**config.mk**
```make
export PLATFORM = sky130hd
export DESIGN_NAME = rtmc_spi_cmd
export DESIGN_NICKNAME = d
export VERILOG_FILES = /design/src/rtl/rtmc_spi_cmd.sv
export SDC_FILE = /design/constraint.sdc
export NUM_CORES = 1
export LEC_CHECK = 0
export BUFFER_PORTS_ARGS = -buffer_cell sky130_fd_sc_hd__buf_2
export CORE_AREA = 5 5 78 98
export DETAILED_ROUTE_END_ITERATION = 12
export DIE_AREA = 0 0 83 103
export PLACE_DENSITY = 0.78
export SYNTH_ARGS = -nofsm -noshare
export SYNTH_HDL_FRONTEND = slang
export SYNTH_SLANG_ARGS = --single-unit
```
**constraint.sdc**
```tcl
create_clock -name clk -period 1.8 [get_ports clk]
set_input_delay 0.09 -clock clk [delete_from_list [all_inputs] [get_ports clk]]
set_output_delay 0.09 -clock clk [all_outputs]
set_load 0.01 [all_outputs]
```
**src/rtl/rtmc_spi_cmd.sv**
```systemverilog
// rtl/rtmc_spi_cmd.sv - SPI opcode/address/data decoder driving a register bus handshake.
// Optional auto-increment bursts are enabled with the RTMC_BURST_EN macro.
module rtmc_spi_cmd #(
    parameter int ADDR_W = 8,
    parameter int DATA_W = 16
) (
    input  logic              clk,
    input  logic              rst_n,
    input  logic              cs_active,
    input  logic              rx_valid,
    input  logic [7:0]        rx_byte,
    output logic [7:0]        tx_byte,
    output logic [ADDR_W-1:0] reg_addr,
    output logic [DATA_W-1:0] reg_wdata,
    output logic              reg_wr,
    output logic              reg_rd,
    input  logic [DATA_W-1:0] reg_rdata,
    input  logic              reg_ready,
    output logic              busy,
    output logic              err
);
    localparam int ADDR_BYTES = (ADDR_W + 7) / 8;
    localparam int DATA_BYTES = DATA_W / 8;
    localparam int MAX_BYTES  = (ADDR_BYTES > DATA_BYTES) ? ADDR_BYTES : DATA_BYTES;
    localparam int CNT_W      = $clog2(MAX_BYTES + 1);

    localparam logic [CNT_W-1:0] ADDR_LAST = CNT_W'(ADDR_BYTES - 1);
    localparam logic [CNT_W-1:0] DATA_LAST = CNT_W'(DATA_BYTES - 1);
    localparam logic [CNT_W-1:0] DATA_END  = CNT_W'(DATA_BYTES);

    localparam logic [7:0] OP_NOP     = 8'h00;
    localparam logic [7:0] OP_RD      = 8'h01;
    localparam logic [7:0] OP_WR      = 8'h02;
    localparam logic [7:0] R_ACK      = 8'h01;
    localparam logic [7:0] R_ACK_DATA = 8'h02;

    typedef enum logic [3:0] {
        S_IDLE, S_ADDR, S_WDATA, S_WR_BUS, S_WR_ACK, S_RD_BUS,
        S_RD_ACK, S_RDATA, S_DONE, S_DRAIN, S_ABORT
    } state_t;

    state_t            state_q;
    logic [7:0]        tx_q;
    logic [ADDR_W-1:0] addr_q;
    logic [DATA_W-1:0] wdata_q;
    logic [DATA_W-1:0] rdata_q;
    logic              wr_q;
    logic              rd_q;
    logic              err_q;
    logic              is_wr_q;
    logic [CNT_W-1:0]  cnt_q;

    always_ff @(posedge clk or negedge rst_n) begin
        if (!rst_n) begin
            state_q <= S_IDLE;
            tx_q    <= 8'h00;
            addr_q  <= '0;
            wdata_q <= '0;
            rdata_q <= '0;
            wr_q    <= 1'b0;
            rd_q    <= 1'b0;
            err_q   <= 1'b0;
            is_wr_q <= 1'b0;
            cnt_q   <= '0;
        end else begin
            err_q <= 1'b0;
            if (!cs_active && state_q != S_IDLE && state_q != S_ABORT) begin
                // Frame end: an outstanding bus request must still be completed.
                tx_q  <= 8'h00;
                cnt_q <= '0;
                if ((wr_q || rd_q) && !reg_ready) begin
                    state_q <= S_ABORT;
                    err_q   <= 1'b1;
                end else begin
                    wr_q    <= 1'b0;
                    rd_q    <= 1'b0;
                    state_q <= S_IDLE;
                end
            end else begin
                case (state_q)
                    S_IDLE: begin
                        tx_q  <= 8'h00;
                        cnt_q <= '0;
                        if (cs_active && rx_valid) begin
                            if (rx_byte == OP_RD || rx_byte == OP_WR) begin
                                is_wr_q <= (rx_byte == OP_WR);
                                state_q <= S_ADDR;
                            end else begin
                                err_q   <= (rx_byte != OP_NOP);
                                state_q <= S_DRAIN;
                            end
                        end
                    end
                    S_ADDR: if (rx_valid) begin
                        addr_q <= ADDR_W'({addr_q, rx_byte});
                        if (cnt_q == ADDR_LAST) begin
                            cnt_q <= '0;
                            if (is_wr_q) begin
                                state_q <= S_WDATA;
                            end else begin
                                rd_q    <= 1'b1;
                                state_q <= S_RD_BUS;
                            end
                        end else begin
                            cnt_q <= cnt_q + 1'b1;
                        end
                    end
                    S_WDATA: if (rx_valid) begin
                        wdata_q <= DATA_W'({wdata_q, rx_byte});
                        if (cnt_q == DATA_LAST) begin
                            cnt_q   <= '0;
                            wr_q    <= 1'b1;
                            state_q <= S_WR_BUS;
                        end else begin
                            cnt_q <= cnt_q + 1'b1;
                        end
                    end
                    S_WR_BUS: if (reg_ready) begin
                        wr_q    <= 1'b0;
                        tx_q    <= R_ACK;
                        state_q <= S_WR_ACK;
                    end
                    S_WR_ACK: if (rx_valid) begin
                        tx_q <= 8'h00;
`ifdef RTMC_BURST_EN
                        addr_q  <= addr_q + ADDR_W'(1);
                        cnt_q   <= '0;
                        state_q <= S_WDATA;
`else
                        state_q <= S_DONE;
`endif
                    end
                    S_RD_BUS: if (reg_ready) begin
                        rd_q    <= 1'b0;
                        rdata_q <= reg_rdata;
                        tx_q    <= R_ACK_DATA;
                        state_q <= S_RD_ACK;
                    end
                    S_RD_ACK: if (rx_valid) begin
                        // Read data is streamed MSB first by shifting the captured word.
                        tx_q    <= rdata_q[DATA_W-1 -: 8];
                        rdata_q <= rdata_q << 8;
                        cnt_q   <= CNT_W'(1);
                        state_q <= S_RDATA;
                    end
                    S_RDATA: if (rx_valid) begin
                        if (cnt_q == DATA_END) begin
                            tx_q  <= 8'h00;
                            cnt_q <= '0;
`ifdef RTMC_BURST_EN
                            addr_q  <= addr_q + ADDR_W'(1);
                            rd_q    <= 1'b1;
                            state_q <= S_RD_BUS;
`else
                            state_q <= S_DONE;
`endif
                        end else begin
                            tx_q    <= rdata_q[DATA_W-1 -: 8];
                            rdata_q <= rdata_q << 8;
                            cnt_q   <= cnt_q + 1'b1;
                        end
                    end
                    S_DONE, S_DRAIN: tx_q <= 8'h00;
                    S_ABORT: begin
                        tx_q <= 8'h00;
                        if (rx_valid) begin
                            err_q <= 1'b1;
                        end
                        if (reg_ready) begin
                            wr_q    <= 1'b0;
                            rd_q    <= 1'b0;
                            state_q <= S_IDLE;
                        end
                    end
                    default: state_q <= S_IDLE;
                endcase
            end
        end
    end

    assign tx_byte   = tx_q;
    assign reg_addr  = addr_q;
    assign reg_wdata = wdata_q;
    assign reg_wr    = wr_q;
    assign reg_rd    = rd_q;
    assign err       = err_q;
    assign busy      = (state_q != S_IDLE);

endmodule

```
==> results of run 1 <==
-- logic make-up after synthesis --
| group | count (synthesis) | synth area share |
|---|---|---|
| compound gates | 72 | 0.150 |
| xor+xnor | 2 | 0.00557 |
| flops | 58 | 0.462 |
| simple gates | 91 | 0.144 |
| fa+ha+maj | 5 | 0.0199 |
| mux | 47 | 0.165 |
| buf+inv | 33 | 0.0545 |
-- stage by stage --
step           total power [uW]  hold WS, ps
2_1_floorplan              3510         -206
3_3_place_gp               4450          111
3_5_place_dp               4540          121
4_1_cts                    6260        0.844
5_1_grt                    6710         18.6
6_report                   6370         18.8
-- registers in the layout, summed over array words and instances, names as in the netlist --
name,cells
rdata_q,16
reg_wdata,16
err,1
cnt_q,2
is_wr_q,1
reg_addr,8
state_q,4
reg_wr,1
reg_rd,1
tx_byte,8
-- cell usage in the layout (no fill, tap or decap), types with 10 or more instances in the layout --
cell type	count
o21ai_0	12
mux2_1	13
dlygate4sd3_1	13
buf_2	64
mux2_2	13
nand2_1	42
mux2i_1	15
nor2_1	14
inv_1	10
dfrtp_1	55
buf_4	47
o21ai_1	17
a21oi_1	10
-- Yosys cell counts, drive strengths merged (2+ instances only) --
cell / count / area (um2)
o211ai: 4 / 35.0
o31ai: 2 / 15.0
a211o: 2 / 17.5
nand3b: 2 / 15.0
nand3: 2 / 10.0
or3b: 2 / 17.5
dfrtp: 58 / 1450
inv: 13 / 48.8
nand2: 43 / 164
mux2i: 15 / 150
nor2: 17 / 66.3
xnor2: 2 / 17.5
nor3b: 2 / 20.0
a211oi: 4 / 35.0
nand2b: 4 / 25.0
nor3: 7 / 46.3
a21oi: 12 / 63.8
or3: 2 / 12.5
buf: 14 / 100
nor2b: 3 / 18.8
or4b: 2 / 23.8
clkbuf: 6 / 22.5
and2: 2 / 12.5
o21ai: 30 / 150
o21a: 2 / 15.0
a21o: 2 / 15.0
a41oi: 2 / 17.5
mux2: 32 / 368
ha: 5 / 62.6
-- worst max-delay path by stage --
stage / endpoint
global placement: state_q[0]$_DFFE_PN0P_
global route: state_q[1]$_DFFE_PN0P_
finish: tx_byte[0]$_DFFE_PN0P_
detailed placement: state_q[2]$_DFFE_PN0P_
floorplan: reg_wdata[10]$_DFFE_PN0P_
CTS: state_q[2]$_DFFE_PN0P_
-- where the power goes --
part / switching (uW) / leakage, uW / internal, uW
combinational: 1420 / 0.00129 / 1480
clock: 516 / 0.000111 / 915
sequential: 279 / 0.000753 / 1760
total: 2220 / 0.00216 / 4160
-- worst reg2reg max path: stages, from the launching register on --
cell and delay, ps:
dfrtp_2 490, buf_6 170, nand2b_1 190, a211o_1 170, o211ai_1 100, a211o_1 400
mux2_4 320
-- final cells by class --
| type | instances | area, um2 |
|---|---|---|
| clock buffers | 9 | 124 |
| clock inverters | 7 | 118 |
| fillers | 524 | 2310 |
| inverters | 13 | 48.8 |
| multi-input cells | 217 | 1630 |
| flip-flops and latches | 58 | 1460 |
| well taps | 90 | 113 |
| repair buffers | 132 | 928 |
-- layer usage --
metal	part of all wire	wire length, um	up-vias
li1	-	-	1331
met1	0.40	3360	1384
met2	0.52	4400	120
met3	0.057	488	31
met4	0.030	254	0
met5	0	0	-
-- what timing repair did --
item                       4_1_cts  5_1_grt
hold buffers                    13        0
setup endpoints to repair       57       57
hold endpoints to repair        70        0
pin swaps                        5        4
setup buffers                    7        1
resized for setup               20       14
==> impl_metrics.csv, run 1 <==
group,metric,value,unit
synthesis,netlist_instances,308,
grt,grt_max_degree,59,
place,placed_area,0.00387,mm2
setup_path,crit_top_cell,"a211o_1",
cts,clk_latency,340,ps
setup_path,rrSetupSlack,-140,ps
synthesis,syn-num-nets,342,
place,gp_congestion,0.894,
grt,use_met3,0.0376,
cts,clk_pin_slew,70,ps
grt,use_met1,0.234,
cts,cts_sinks,58,
setup_path,reg2reg_from,"state_q[1]$_DFFE_PN0P_",
timing,finClkSkew,8.69,ps
floorplanning,num_rows,34,
place,dp_hpwl,5830,um
worst_hold_path,worstHoldStart,"rx_byte[3]",
run,drv_cap,0,
setup_path,end_kind,"flip-flop",
grt,grt_busiest_layer,"met2",
detailed_routing,wl,8510,um
finish,drive_gt1_frac,0.427,
grt,grt_pass1_wl,13400,um
setup_path,timing.reg2reg.worst_path_depth,6,
finish,syn_to_final_growth,40.4,%
synthesis,synth_seq_cells,58,
cts,root_buffer,"clkbuf_8",
grt,grt_util_all_layers,0.195,
worst_hold_path,whs_endpoint,"reg_addr[3]$_DFFE_PN0P_",
setup_path,critPathLaunch,"state_q[1]$_DFFE_PN0P_",
detailed_routing,wire_per_inst,16.2,um
synthesis,ys_types,58,
detailed_routing,antenna_left,0,
synthesis,yosysSeqAreaShare,0.462,
setup_path,crit_path_cell_trace,"buf_6, nand2b_1, a211o_1, o211ai_1, a211o_1, mux2_4",
timing,relSlewSlack,0.637,
finish,final_util,0.657,
synthesis,yosysWarnings,0,
detailed_routing,route.detailed.drc,0,
power,peakVddDrop,0.974,mV
setup_path,regToRegEndpoint,"tx_byte[0]$_DFFE_PN0P_",
setup_path,crit_required,2020,ps
timing,slew_violations,0,
finish,nets,465,
timing,finalHoldViolCount,0,
finish,finalInstanceArea,0.00441,mm2
floorplanning,die_x,83,um
setup_path,critical_path_depth,6,
synthesis,synth_edf_count,0,
setup_path,critical_path_arrival,2160,ps
grt,grt_remaining_overflow,0,
worst_hold_path,min_path_cells,2,
detailed_routing,drtPass1Iterations,6,
grt,antenna_found_initial,0,
timing,setup_ws,-144,ps
finish,layoutNonFillerInstCount,526,
setup_path,crit_family,"compound AO/OA/AOI/OAI gates",
setup_path,critPathSlowestCell,"dfrtp_2",
synthesis,synth_ff_type,"dfrtp_1",
finish,antenna_cells,0,
status,violations,"negative setup slack",
timing,grt_setup_unrepaired,"true",
setup_path,path_max_fanout,10,
power,power_density,1440,mW/mm2
place,dpl.cell_count,489,
timing,fmax,514,MHz
floorplanning,fp.dieH,103,um
timing,setup_violations,53,
timing,final.setup.tns,-4660,ps
floorplanning,ioPinCount,65,
setup_path,path_class,"flip-flop to flip-flop",
place,port_buffers,64,
grt,grt_pass1_vias,2798,
detailed_routing,num_vias,2866,
setup_path,cp.buffers_inverters,1,
timing,fin_crit_sh,1.08,
timing,period_minus_slack,1940,ps
cts,cts_tree,"yes",
place,place_ws,-187,ps
setup_path,cp-start-kind,"flip-flop",
detailed_routing,via_per_inst,5.45,
synthesis,synth_area_per_cell,10.2,um2
cts,htreeDepth,3,
floorplanning,die_area,0.00855,mm2
floorplanning,coreArea,0.00672,mm2
floorplanning,start_util,0.468,
timing,worst_slew_pin_slew,543,ps
grt,grtUsageMet2,0.340,
cts,clk_path_buf_depth,2,
setup_path,cp_slowest_stage_delay,490,ps
worst_hold_path,hp-class,"input pin to flip-flop",
cts,cts_buffers,9,
status,outcome,"complete, but fails checks",
power,p_leak,0.00216,uW
detailed_routing,drt_iter0_drc,252,
synthesis,async_flop_share,1.00,
synthesis,syn-cell-area,0.00314,mm2
Note: power is estimated with default switching activity, not from simulation.
==> run 2, diff against run 1 <==
Settings changed: CELL_PAD_IN_SITES_DETAIL_PLACEMENT set to 0, CELL_PAD_IN_SITES_GLOBAL_PLACEMENT set to 1, CORE_AREA 5 5 78 98 to 5 5 88 110, CTS_CLUSTER_DIAMETER set to 50, DIE_AREA 0 0 83 103 to 0 0 93 115.
Clock period 1.8 ns to 1.7 ns, I/O delays scaled along.
==> run 2 against run 1 <==
Compared with the run above: the flow still finishes with violations (negative setup slack); clock power increased by 6%; critical path type unchanged; critical endpoint is now state_q[0]$_DFFE_PN0P_; cell area increased by 4.5%; sequential cell count unchanged; power increased by 8.4%.
==> impl_metrics.csv, run 2 (synthesis gave the netlist of run 1 again) <==
group,metric,value,unit
floorplanning,coreArea,0.00856,mm2
setup_path,cp-start-kind,"flip-flop",
floorplanning,die_area,0.0107,mm2
detailed_routing,drtPass1Iterations,4,
run,drv_cap,0,
detailed_routing,via_per_inst,5.11,
grt,antenna_found_initial,0,
detailed_routing,antenna_left,0,
place,placed_area,0.00392,mm2
power,p_leak,0.00228,uW
cts,clk_path_buf_depth,2,
timing,worst_slew_pin_slew,466,ps
timing,relSlewSlack,0.688,
finish,finalInstanceArea,0.00461,mm2
timing,finClkSkew,12.1,ps
grt,grt_remaining_overflow,0,
timing,setup_violations,45,
cts,root_buffer,"clkbuf_8",
floorplanning,num_rows,38,
floorplanning,die_x,93,um
status,outcome,"complete, but fails checks",
floorplanning,fp.dieH,115,um
finish,fillers,770,
finish,drive_gt1_frac,0.447,
finish,antenna_cells,0,
timing,fmax,531,MHz
timing,finalHoldViolCount,0,
power,peakVddDrop,0.966,mV
cts,htreeDepth,3,
cts,clk_pin_slew,70,ps
finish,final_cell_mix,"buf_2 (64), dfrtp_1 (56), buf_4 (51), nand2_1 (40), o21ai_1 (20)",
detailed_routing,num_vias,2821,
finish,nets,481,
power,power_density,1500,mW/mm2
cts,clk_latency,330,ps
timing,grt_setup_unrepaired,"true",
cts,cts_buffers,9,
grt,grt_pass1_vias,3018,
floorplanning,start_util,0.367,
place,gp_congestion,0.988,
status,violations,"negative setup slack",
timing,setup_ws,-185,ps
cts,cts_sinks,58,
grt,grt_pass1_wl,14200,um
floorplanning,ioPinCount,65,
place,port_buffers,64,
setup_path,path_max_fanout,6,
worst_hold_path,hp-class,"input pin to flip-flop",
finish,layout_commonest_cell,"buf_2",
setup_path,end_kind,"flip-flop",
setup_path,crit_required,1920,ps
setup_path,critical_path_arrival,2110,ps
place,dp_hpwl,5950,um
detailed_routing,route.detailed.drc,0,
timing,slew_violations,0,
setup_path,path_class,"flip-flop to flip-flop",
finish,syn_to_final_growth,46.6,%
grt,grt_util_all_layers,0.168,
timing,fin_crit_sh,1.11,
detailed_routing,drt_iter0_drc,108,
detailed_routing,wire_per_inst,15.6,um
cts,cts_tree,"yes",
detailed_routing,wl,8620,um
grt,grt_max_degree,59,
timing,period_minus_slack,1880,ps
place,place_ws,-243,ps
## run 2: cell count changes in the layout (fill, tap and decap cells not counted), moves of 3 or more
cell / previous run / this run
dlygate4sd3_1: 13 / 18
mux2_1: 13 / 6
mux2_4: 6 / 13
nand2b_4: 0 / 3
o21ai_1: 17 / 20
buf_4: 47 / 51
buf_6: 4 / 10
nand2b_1: 4 / 0
## run 2: worst paths after layout
check,slack [ps],depth (start not counted),start,endpoint
setup / recovery,-180,7,state_q[2]$_DFFE_PN0P_,state_q[0]$_DFFE_PN0P_
hold / removal,20,2,rx_byte[5],reg_addr[5]$_DFFE_PN0P_
setup reg to reg,-180,7,state_q[2]$_DFFE_PN0P_,state_q[0]$_DFFE_PN0P_
hold reg to reg,480,2,rdata_q[12]$_DFFE_PN0P_,rdata_q[12]$_DFFE_PN0P_
max in group asynchronous,1130,3,rst_n,state_q[1]$_DFFE_PN0P_
min in group asynchronous,300,3,rst_n,rdata_q[15]$_DFFE_PN0P_
## run 2: cell type report
cell class	instances	area, um2	share of cell area
repair buffers	148	1090	0.237
multi-input cells	217	1660	0.360
inverters	13	48.8	0.0106
well taps	100	125	0.0271
clock buffers	11	131	0.0285
clock inverters	5	103	0.0223
flip-flops and latches	58	1450	0.315
## run 2: metal layers
layer,share of wire,wire (um),GRT usage,vias up
met5,0,0,0,-
met2,0.51,4420,0.292,57
met4,0.024,206,0.0792,0
met1,0.43,3720,0.197,1373
li1,-,-,-,1374
met3,0.031,270,0.0380,17
## run 2: stage by stage
step | setup TNS (ps) | power, uW | utilization | hold WS (ps) | std cells
after global placement | -6980 | 4710 | 0.457 | 109 | 502
after global routing | -8180 | 7350 | 0.539 | 5.23 | 552
final | -5340 | 6910 | 0.539 | 22.1 | 552
after floorplan | -4560 | 3720 | - | -211 | 308
after detailed placement | -8220 | 4770 | 0.457 | 122 | 502
after CTS | -5440 | 6750 | 0.527 | 0.883 | 550
## run 2: worst max-delay path, cell delays in order, from the launching register on
cell	delay (ps)
dfrtp_1	430
buf_6	150
or3b_4	390
a211oi_2	180
nor4_1	80
nand3_1	100
buf_6	130
mux2_4	300
## run 2: report_power, final
part           switching (uW)  internal, uW
Sequential                311          1870
Clock                     544           972
Combinational            1470          1740
## run 2: what timing repair did
item	4_1_cts	5_1_grt
resized for setup	26	23
cloned	0	0
endpoints found under the hold margin	71	1
endpoints found under the setup margin	57	58
hold buffers	17	1
buffers inserted	15	1
pin swaps	8	6
==> run 3, diff against run 2 <==
Settings changed: ABC_AREA set to 1, CORE_AREA 5 5 88 110 to 5 5 89 112, DIE_AREA 0 0 93 115 to 0 0 94 117, PLACE_DENSITY 0.78 to 0.79, SETUP_SLACK_MARGIN set to 0.3.
==> run 3 against run 2 <==
Compared with the run above: the run still ends with negative setup slack left; synthesized cell count is 23% higher; critical path depth rose by 5; largest cell class unchanged; first-iteration DRC count grew 13%; register-to-register slack improved by 150 ps; largest power group unchanged; sequential power increased by 7%; cell area is 7.6% higher; routed wire length increased by 6.8%; clock power rose by 34%; area after synthesis is 0.64% higher; sequential cell count did not move; combinational power increased by 13%; sequential share of layout area fell by 2.2 points.
==> impl_metrics.csv, run 3 <==
group,metric,value,unit
timing,grt_setup_unrepaired,"true",
grt,use_met1,0.210,
grt,grt_util_all_layers,0.175,
power,peakVddDrop,1.01,mV
timing,worst_slew_pin_slew,326,ps
place,place_ws,-75.8,ps
floorplanning,die_area,0.0110,mm2
place,gp_congestion,0.901,
timing,fmax,578,MHz
setup_path,path_max_fanout,8,
setup_path,rrSetupSlack,-30,ps
setup_path,path_class,"flip-flop to flip-flop",
timing,final.setup.tns,-150,ps
floorplanning,ioPinCount,65,
setup_path,cp-endpoint,"rdata_q[4]$_DFFE_PN0P_",
timing,slew_violations,0,
grt,antenna_found_initial,0,
grt,grt_busiest_layer,"met2",
setup_path,timing.reg2reg.worst_path_depth,12,
synthesis,synth_ff_type,"dfrtp_1",
setup_path,reg2reg_from,"state_q[1]$_DFFE_PN0P_",
detailed_routing,antenna_left,0,
timing,finClkSkew,5.54,ps
timing,finalHoldViolCount,0,
setup_path,end_kind,"flip-flop",
synthesis,syn-cell-area,0.00316,mm2
synthesis,async_flop_share,1.00,
worst_hold_path,hp-class,"input pin to flip-flop",
place,dpl.cell_count,588,
timing,relSlewSlack,0.782,
finish,syn_to_final_growth,56.8,%
finish,drive_gt1_frac,0.481,
setup_path,crit_required,1960,ps
setup_path,critPathLaunch,"state_q[1]$_DFFE_PN0P_",
detailed_routing,via_per_inst,4.76,
cts,clk_path_buf_depth,2,
detailed_routing,num_vias,3030,
finish,final_cell_mix,"nand2_1 (95), buf_2 (63), dfrtp_1 (54), buf_4 (38), inv_1 (31)",
timing,fin_crit_sh,1.02,
synthesis,synth_area_per_cell,8.35,um2
detailed_routing,drtPass1Iterations,4,
floorplanning,die_x,94,um
cts,htreeDepth,3,
timing,setup_ws,-31.4,ps
run,drv_cap,0,
timing,period_minus_slack,1730,ps
setup_path,regToRegEndpoint,"rdata_q[4]$_DFFE_PN0P_",
synthesis,netlist_instances,379,
grt,grt_pass1_wl,15000,um
power,power.total,8020,uW
detailed_routing,wl,9200,um
timing,setup_violations,13,
cts,root_buffer,"clkbuf_16",
floorplanning,fp.dieH,117,um
floorplanning,coreArea,0.00888,mm2
synthesis,synth_top_area_cell,"dfrtp_1",
grt,use_met3,0.0460,
synthesis,synth_seq_cells,58,
status,outcome,"complete, but fails checks",
grt,grt_remaining_overflow,0,
finish,layoutNonFillerInstCount,636,
cts,clk_pin_slew,50,ps
synthesis,yosysSeqAreaShare,0.459,
cts,clk_latency,340,ps
finish,layout_commonest_cell,"nand2_1",
synthesis,synth_edf_count,0,
cts,cts_sinks,58,
power,power_density,1620,mW/mm2
grt,grt_max_degree,38,
floorplanning,start_util,0.356,
grt,grt_pass1_vias,3095,
detailed_routing,wire_per_inst,14.5,um
detailed_routing,route.detailed.drc,0,
place,dp_hpwl,6310,um
detailed_routing,drt_iter0_drc,122,
power,p_leak,0.00264,uW
floorplanning,num_rows,39,
synthesis,yosysWarnings,0,
status,violations,"negative setup slack",
synthesis,synth_area_leaders,"dfrtp_1 (46%), nand2_1 (13%), inv_1 (3.9%), nor2_1 (3.8%), nand3_1 (3.2%)",
cts,cts_buffers,9,
cts,cts_tree,"yes",
grt,grtUsageMet2,0.292,
synthesis,synth_common_cells,"nand2_1 (112), dfrtp_1 (58), inv_1 (33)",
synthesis,synth_top_area_share,0.459,
setup_path,critical_path_arrival,1990,ps
synthesis,ys_types,34,
synthesis,synth_most_common_cell,"nand2_1",
synthesis,syn-num-nets,413,
finish,nets,542,
finish,antenna_cells,0,
place,port_buffers,64,
setup_path,cp-start-kind,"flip-flop",
run 3: where the power goes:
group | internal, uW | switching (uW) | total [uW]
clock network | 1400 | 639 | 2040
logic | 1680 | 1960 | 3640
registers | 1910 | 430 | 2340
run 3: area by class of cell:
cell class	count	area, um2
Inverter	38	158
Clock buffer	12	267
Sequential cell	58	1460
Multi-Input combinational cell	275	1870
Timing Repair Buffer	126	981
Clock inverter	4	72.6
Fill cell	811	3920
Tap cell	123	154
run 3: kinds of logic (layout without fill, tap and decap cells):
logic type / Yosys count / count (layout) / share of synthesized area
DFF: 58 / 58 / 0.459
adders and majority gates: 5 / 5 / 0.0198
xor gates and xnor gates: 1 / 1 / 0.00277
buffers and inverters: 47 / 180 / 0.0704
muxes: 16 / 16 / 0.0538
AOI/OAI and AO/OA: 56 / 56 / 0.106
and+or+nand+nor: 196 / 197 / 0.289
run 3: metal layers:
layer,vias to the layer above,share of wire
met5,-,0
met4,0,0.032
met3,26,0.047
met2,63,0.51
met1,1450,0.41
li1,1491,-
run 3: worst min-delay path by stage:
stage	start	endpoint	slack, ps	cells after the start
final	rx_byte[0]	is_wr_q$_DFFE_PN0P_	2	2
after global routing	reg_rdata[4]	rdata_q[4]$_DFFE_PN0P_	5	3
after CTS	reg_rdata[1]	rdata_q[1]$_DFFE_PN0P_	0.6	3
after detailed placement	rst_n	reg_wdata[10]$_DFFE_PN0P_	-50	1
after global placement	rst_n	reg_wdata[15]$_DFFE_PN0P_	-60	1
after floorplan	rst_n	cnt_q[0]$_DFFE_PN0P_	-210	0
run 3: what timing repair did:
item	CTS	global route
resized for setup	49	61
buffers inserted	17	4
endpoints found under the hold margin	61	0
hold buffers	4	0
endpoints found under the setup margin	59	58
pin swaps	9	5
cloned	5	2
run 3: stage by stage:
stage               cell area, um2  hold WS, ps  utilization
floorplan                     3230         -211            -
global placement              3910        -57.2        0.440
detailed placement            3910        -52.6        0.440
CTS                           4690        0.616        0.528
global route                  4960         5.25        0.559
finish                        4960         2.27        0.559
run 3: worst max-delay path, cell delays in order (launching register included):
cell	delay, ps
dfrtp_2	460
inv_8	50
buf_6	110
buf_12	110
nor2_8	100
inv_4	50
nor2_4	130
buf_6	110
nor2_4	30
o211ai_4	140
clkbuf_16	240
nand2_2	50
o21ai_1	60
